===== src/rtl/alu_issue.sv =====
// alu_issue: two-stage RV32I integer execute front-end that decodes
// OP/OP-IMM/LUI/AUIPC, drives an external combinational ALU and
// registers its result behind a valid/ready output stage.
//
// Ports:
//   clk, rst            clock, synchronous active-high reset
//   in_valid/in_ready   instruction handshake
//   in_opcode/funct3/7  instruction fields used for decode
//   in_rs1/rs2_data     register operands
//   in_imm, in_pc       immediate (U-type pre-shifted) and PC
//   in_rd               destination register index
//   alu_operand_a/b     operands to the ALU (straight from s1 regs)
//   alu_op              4-bit ALU function code
//   alu_result          combinational ALU result
//   out_valid/out_ready result handshake
//   out_result/rd       registered result and destination
//   out_illegal         instruction was not a supported encoding
module alu_issue #(
    parameter int XLEN = 32,
    parameter int RD_W = 5
) (
    input  logic            clk,
    input  logic            rst,
    input  logic            in_valid,
    output logic            in_ready,
    input  logic [6:0]      in_opcode,
    input  logic [2:0]      in_funct3,
    input  logic [6:0]      in_funct7,
    input  logic [XLEN-1:0] in_rs1_data,
    input  logic [XLEN-1:0] in_rs2_data,
    input  logic [XLEN-1:0] in_imm,
    input  logic [XLEN-1:0] in_pc,
    input  logic [RD_W-1:0] in_rd,
    output logic [XLEN-1:0] alu_operand_a,
    output logic [XLEN-1:0] alu_operand_b,
    output logic [3:0]      alu_op,
    input  logic [XLEN-1:0] alu_result,
    output logic            out_valid,
    input  logic            out_ready,
    output logic [XLEN-1:0] out_result,
    output logic [RD_W-1:0] out_rd,
    output logic            out_illegal
);

    localparam logic [6:0] OPC_OP    = 7'b0110011;
    localparam logic [6:0] OPC_OPIMM = 7'b0010011;
    localparam logic [6:0] OPC_LUI   = 7'b0110111;
    localparam logic [6:0] OPC_AUIPC = 7'b0010111;

    localparam logic [6:0] F7_ZERO = 7'b0000000;
    localparam logic [6:0] F7_ALT  = 7'b0100000;

    localparam logic [3:0] ALU_ADD  = 4'b0000;
    localparam logic [3:0] ALU_SUB  = 4'b0001;
    localparam logic [3:0] ALU_SLL  = 4'b0010;
    localparam logic [3:0] ALU_SLT  = 4'b0011;
    localparam logic [3:0] ALU_SLTU = 4'b0100;
    localparam logic [3:0] ALU_XOR  = 4'b0101;
    localparam logic [3:0] ALU_SRL  = 4'b0110;
    localparam logic [3:0] ALU_SRA  = 4'b0111;
    localparam logic [3:0] ALU_OR   = 4'b1000;
    localparam logic [3:0] ALU_AND  = 4'b1001;

    // ------------------------------------------------------------
    // Decode
    // ------------------------------------------------------------
    logic            is_op;
    logic            f7_zero;
    logic            f7_alt;
    logic [3:0]      fn_op;
    logic            fn_ok;

    logic [3:0]      dec_op;
    logic [XLEN-1:0] dec_a;
    logic [XLEN-1:0] dec_b;
    logic            dec_ill;

    assign is_op   = (in_opcode == OPC_OP);
    assign f7_zero = (in_funct7 == F7_ZERO);
    assign f7_alt  = (in_funct7 == F7_ALT);

    // funct3 -> ALU code. For OP-IMM, funct7 is immediate bits and
    // only constrains the shift encodings.
    always_comb begin
        fn_op = ALU_ADD;
        fn_ok = 1'b1;
        case (in_funct3)
            3'b000: begin
                fn_op = (is_op && f7_alt) ? ALU_SUB : ALU_ADD;
                fn_ok = !is_op || f7_zero || f7_alt;
            end
            3'b001: begin
                fn_op = ALU_SLL;
                fn_ok = f7_zero;
            end
            3'b010: begin
                fn_op = ALU_SLT;
                fn_ok = !is_op || f7_zero;
            end
            3'b011: begin
                fn_op = ALU_SLTU;
                fn_ok = !is_op || f7_zero;
            end
            3'b100: begin
                fn_op = ALU_XOR;
                fn_ok = !is_op || f7_zero;
            end
            3'b101: begin
                fn_op = f7_alt ? ALU_SRA : ALU_SRL;
                fn_ok = f7_zero || f7_alt;
            end
            3'b110: begin
                fn_op = ALU_OR;
                fn_ok = !is_op || f7_zero;
            end
            default: begin
                fn_op = ALU_AND;
                fn_ok = !is_op || f7_zero;
            end
        endcase
    end

    // Operand selection; illegal encodings collapse to ADD 0+0 so
    // the captured result is 0.
    always_comb begin
        dec_op  = ALU_ADD;
        dec_a   = '0;
        dec_b   = '0;
        dec_ill = 1'b0;
        case (in_opcode)
            OPC_OP: begin
                if (fn_ok) begin
                    dec_op = fn_op;
                    dec_a  = in_rs1_data;
                    dec_b  = in_rs2_data;
                end else begin
                    dec_ill = 1'b1;
                end
            end
            OPC_OPIMM: begin
                if (fn_ok) begin
                    dec_op = fn_op;
                    dec_a  = in_rs1_data;
                    dec_b  = in_imm;
                end else begin
                    dec_ill = 1'b1;
                end
            end
            OPC_LUI: begin
                dec_b = in_imm;
            end
            OPC_AUIPC: begin
                dec_a = in_pc;
                dec_b = in_imm;
            end
            default: begin
                dec_ill = 1'b1;
            end
        endcase
    end

    // ------------------------------------------------------------
    // Flow control
    // ------------------------------------------------------------
    logic            s1_valid_q;
    logic            s1_valid_d;
    logic            s1_adv;
    logic            accept;

    logic [3:0]      op_q;
    logic [XLEN-1:0] a_q;
    logic [XLEN-1:0] b_q;
    logic [RD_W-1:0] rd_q;
    logic            ill_q;

    logic            out_valid_q;
    logic            out_valid_d;
    logic [XLEN-1:0] res_q;
    logic [RD_W-1:0] out_rd_q;
    logic            out_ill_q;

    // s1 moves forward when the output slot is empty or draining.
    assign s1_adv   = s1_valid_q && (!out_valid_q || out_ready);
    assign in_ready = !s1_valid_q || s1_adv;
    assign accept   = in_valid && in_ready;

    always_comb begin
        s1_valid_d = s1_valid_q;
        if (accept) begin
            s1_valid_d = 1'b1;
        end else if (s1_adv) begin
            s1_valid_d = 1'b0;
        end
    end

    always_comb begin
        out_valid_d = out_valid_q;
        if (s1_adv) begin
            out_valid_d = 1'b1;
        end else if (out_ready) begin
            out_valid_d = 1'b0;
        end
    end

    // ------------------------------------------------------------
    // Stage 1: decoded operands feeding the ALU
    // ------------------------------------------------------------
    always_ff @(posedge clk) begin
        if (rst) begin
            s1_valid_q <= 1'b0;
            op_q       <= ALU_ADD;
            a_q        <= '0;
            b_q        <= '0;
            rd_q       <= '0;
            ill_q      <= 1'b0;
        end else begin
            s1_valid_q <= s1_valid_d;
            if (accept) begin
                op_q  <= dec_op;
                a_q   <= dec_a;
                b_q   <= dec_b;
                rd_q  <= in_rd;
                ill_q <= dec_ill;
            end
        end
    end

    // ------------------------------------------------------------
    // Stage 2: captured ALU result
    // ------------------------------------------------------------
    always_ff @(posedge clk) begin
        if (rst) begin
            out_valid_q <= 1'b0;
            res_q       <= '0;
            out_rd_q    <= '0;
            out_ill_q   <= 1'b0;
        end else begin
            out_valid_q <= out_valid_d;
            if (s1_adv) begin
                res_q     <= alu_result;
                out_rd_q  <= rd_q;
                out_ill_q <= ill_q;
            end
        end
    end

    assign alu_op        = op_q;
    assign alu_operand_a = a_q;
    assign alu_operand_b = b_q;
    assign out_valid     = out_valid_q;
    assign out_result    = res_q;
    assign out_rd        = out_rd_q;
    assign out_illegal   = out_ill_q;

endmodule

===== config.mk =====
export PLATFORM = sky130hd
export DESIGN_NAME = alu_issue
export DESIGN_NICKNAME = d
export VERILOG_FILES = /design/src/rtl/alu_issue.sv
export SDC_FILE = /design/constraint.sdc
export NUM_CORES = 1
export LEC_CHECK = 0
export BUFFER_PORTS_ARGS = -buffer_cell sky130_fd_sc_hd__buf_2
export CAP_MARGIN = 20
export CORE_UTILIZATION = 39
export CTS_CLUSTER_DIAMETER = 120
export DETAILED_ROUTE_END_ITERATION = 8
export PLACE_DENSITY = 0.84
export SLEW_MARGIN = 5
export SYNTH_ARGS = -nofsm -noshare
export SYNTH_HDL_FRONTEND = slang
export SYNTH_SLANG_ARGS = --single-unit

===== constraint.sdc =====
create_clock -name clk -period 1.8 [get_ports clk]
set_input_delay 0.36 -clock clk [delete_from_list [all_inputs] [get_ports clk]]
set_output_delay 0.36 -clock clk [all_outputs]
set_load 0.05 [all_outputs]

==> impl_metrics.toml <==
[logic_synthesis]
synth.most_common_cell = "dfxtp_1"
ys.flop_type = "dfxtp_1"
async_flop_share_pct = 0
synth_commonest_cells = "dfxtp_1, nand2_1, a21oi_1"
synth_simple_gate_area_share_pct = 21.9
synth_seq_area_share_pct = 47.1
synth_cells = 551
syn-cell-area_sq_mm = 0.00484
syn-num-nets = 737
syn_avg_cell_area_sq_um = 8.79
synth_compound_area_share_pct = 24.5
synthAdderAreaFrac_pct = 0
synth_seq_cells = 114
yosys.area.top_type = "dfxtp_1"
yosysWarnings = 0
synth_area_leaders = "dfxtp_1, a21oi_1, nand2_1"
synth_top_area_share_pct = 47.1
synth_mux_area_share_pct = 0
synth_edf_count = 0
synth-xor-area-share_pct = 0.181
synth_top_family_by_area = "compound AO/OA/AOI/OAI gates"
yosysUniqueCellTypes = 41

[setup_path]
crit_fanout = 24
worst_ep_required_time_ns = 2.12
timing.rr.start = "out_valid"
cp-end-kind = "flip-flop"
rr_endpoint = "alu_operand_b[10]"
critPathTopFamily = "simple AND/OR/NAND/NOR gates"
slowest_delay_ns = 0.54
cp.arrival_ns = 1.96
rr_worst_depth = 6
crit_type = "in -> reg"
r2r_slack_ns = 0.17
critical_path_depth = 7
critPathLaunchType = "primary input"
crit_path_top_delay_cell = "or4_4"
crit_chain = "buf_2 > or4_4 > nor3_4 > or2_4 > buf_12 > nand3_1 > a211oi_1"
critPathCapture = "alu_operand_a[10]"
crit_buf_inv = 2
crit_start = "in_funct7[1]"

[power_and_ir_drop]
irDropWorstVdd_mv = 0.810
leakage_uw = 0.00331
clkPwrFrac_pct = 46.3
netSwitchingPower_uw = 1920
p_int_uw = 4860
power_frac_comb_pct = 14.5
seqPwrFrac_pct = 39.2
swShare_pct = 28.3
power.density_mw_per_mm2 = 947

[grt]
grt_usage_pct = 23.9
grt_max_degree = 60
grt_overflow = 0
grt_pass1_wl_um = 24200
antenna_found_initial = 1
grt_pass1_vias = 4905

[floorplanning]
std_cell_rows = 40
start_util_pct = 40.1
fp.dieW_um = 113
dieArea_sq_mm = 0.0129
ioPinCount = 294
die_h_um = 113
core_area_sq_mm = 0.0121

[cells_and_area]
design_area_sq_mm = 0.00715
fillCellCount = 1091
final_cells = 1022
nets = 1026
seqCellArea_sq_mm = 0.00229
multi_input_area_sq_mm = 0.00229
drive_above_1_share_pct = 45.4
syn2layout_area_growth_pct = 47.7
final_util_pct = 59.3

[routing]
drt_iter0_markers = 481
ant_nets = 0
drtPass1Iterations = 5
drc = 0
viasPerCell = 5.07
wl_per_cell_um = 15.3
finalWirelength_um = 15700
via_count = 5177

[sta]
period_share_pct = 90.9
clock_skew_ns = 0.0105
maxSlewViolCount = 0
setup_violations = 0
period_needed_ns = 1.64
timing.final.hold_violations = 0
max_clock_freq_mhz = 611
tightest_slew_ns = 0.677
rsz0062_at_grt = "false"
relSlewSlack_pct = 54.9

[cts]
cts-hold-fix-buffers = 0
path_clk_slew_ns = 0.06
cts_buffer_depth = 2
clock_sinks = 114
cts-root-buf = "clkbuf_16"
clk_latency_ns = 0.40
numCtsBuffers = 17
htree_num_levels = 4
cts_tree = "built"

[hold_path]
hp-class = "in -> reg"

[placement]
gp_congestion = 0.813
placed_area_sq_mm = 0.00659
post-place-cells = 989
io_buffers = 293
post-dp-hpwl_um = 11200

[run_status]
status = "finished clean"

[job]
max_cap_viol_count = 0
-- power by group through the flow --
| stage | sequential, uW | clock (uW) | combinational, uW |
|---|---|---|---|
| final | 2660 | 3140 | 982 |
| after floorplan | 2980 | 0 | 310 |
| after global routing | 2660 | 3320 | 1050 |
| after global placement | 2710 | 0 | 964 |
| after CTS | 2660 | 3190 | 982 |
| after detailed placement | 2710 | 0 | 979 |
-- final cells by class --
class	instances	share of cell area, %
clock inverter	15	1.85
inverter	4	0.210
timing repair buffer	317	25.0
clock buffer	17	5.95
multi-input combinational	386	32.1
antenna	1	0.0350
sequential	114	32.0
tap	168	2.94
-- cells by family after synthesis --
logic type / Yosys count
AOI/OAI and AO/OA: 158
xor gates and xnor gates: 1
buffers and inverters: 51
DFF: 114
and+or+nand+nor: 227
-- what timing repair did --
item,in CTS,in global routing
buffers inserted,0,0
endpoints found under the hold margin,0,0
setup endpoints to repair,0,2
gates resized for setup,0,1
-- state kept, by name, summed over array words and instances (netlist names) --
register,count
s1_valid_q,1
alu_operand_a,32
alu_operand_b,32
ill_q,1
out_illegal,1
alu_op,4
out_result,32
rd_q,5
out_rd,5
out_valid,1
-- metrics by stage --
stage / TNS, ns / setup slack [ns] / total power [uW] / hold WS (ns)
after CTS: 0 / 0.0615 / 6830 / 0.159
final: 0 / 0.163 / 6780 / 0.178
after floorplan: -7.01 / -0.204 / 3300 / 0.432
after detailed placement: -16.13 / -0.359 / 3690 / 0.445
after global placement: -14.50 / -0.301 / 3670 / 0.436
after global routing: 0 / 0.0814 / 7030 / 0.159
-- worst register-to-register path, cell delays in order, from the launching register on --
cell,delay [ns]
dfxtp_4,0.34
nand3b_1,0.15
nand2_2,0.12
or3_4,0.44
nor2_4,0.11
buf_12,0.20
a221o_1,0.20
-- worst min path at each step --
stage | start | to | slack, ns | depth (start not counted)
2_1_floorplan | rd_q[0] | out_rd[0] | 0.43 | 2
3_3_place_gp | rd_q[0] | out_rd[0] | 0.44 | 2
3_5_place_dp | out_result[31] | out_result[31] | 0.44 | 2
4_1_cts | in_imm[19] | alu_operand_b[19] | 0.16 | 2
5_1_grt | in_rs2_data[31] | alu_operand_b[31] | 0.16 | 2
6_report | in_rs2_data[31] | alu_operand_b[31] | 0.18 | 2
-- cells in the final DEF (no fill, tap or decap), drive strengths merged --
cell	n
o221ai	1
clkinv	4
nor3b	1
a221o	32
nand2b	1
nor3	2
o211ai	1
xor2	1
nor2	48
diode	1
o21ai	3
o2bb2ai	2
clkbuf	17
clkinvlp	7
inv	7
a21oi	84
or4	1
nand3b	2
and4	1
nand2	90
nand4	2
or3	1
and2b	1
a32oi	1
bufinv	1
or2	1
nand3	36
and3	3
buf	317
a211oi	33
a41o	1
dfxtp	114
nor2b	5
and2	32
-- metal layers --
layer  global-route usage [%]  share of wire (%)  vias up
met5                        0                  0        -
met3                     7.81                7.6       26
met1                     27.6                 41     2406
li1                         -                  -     2522
met4                     9.74                2.3        0
met2                     40.7                 50      223
Note: power is estimated with default switching activity, not from simulation.
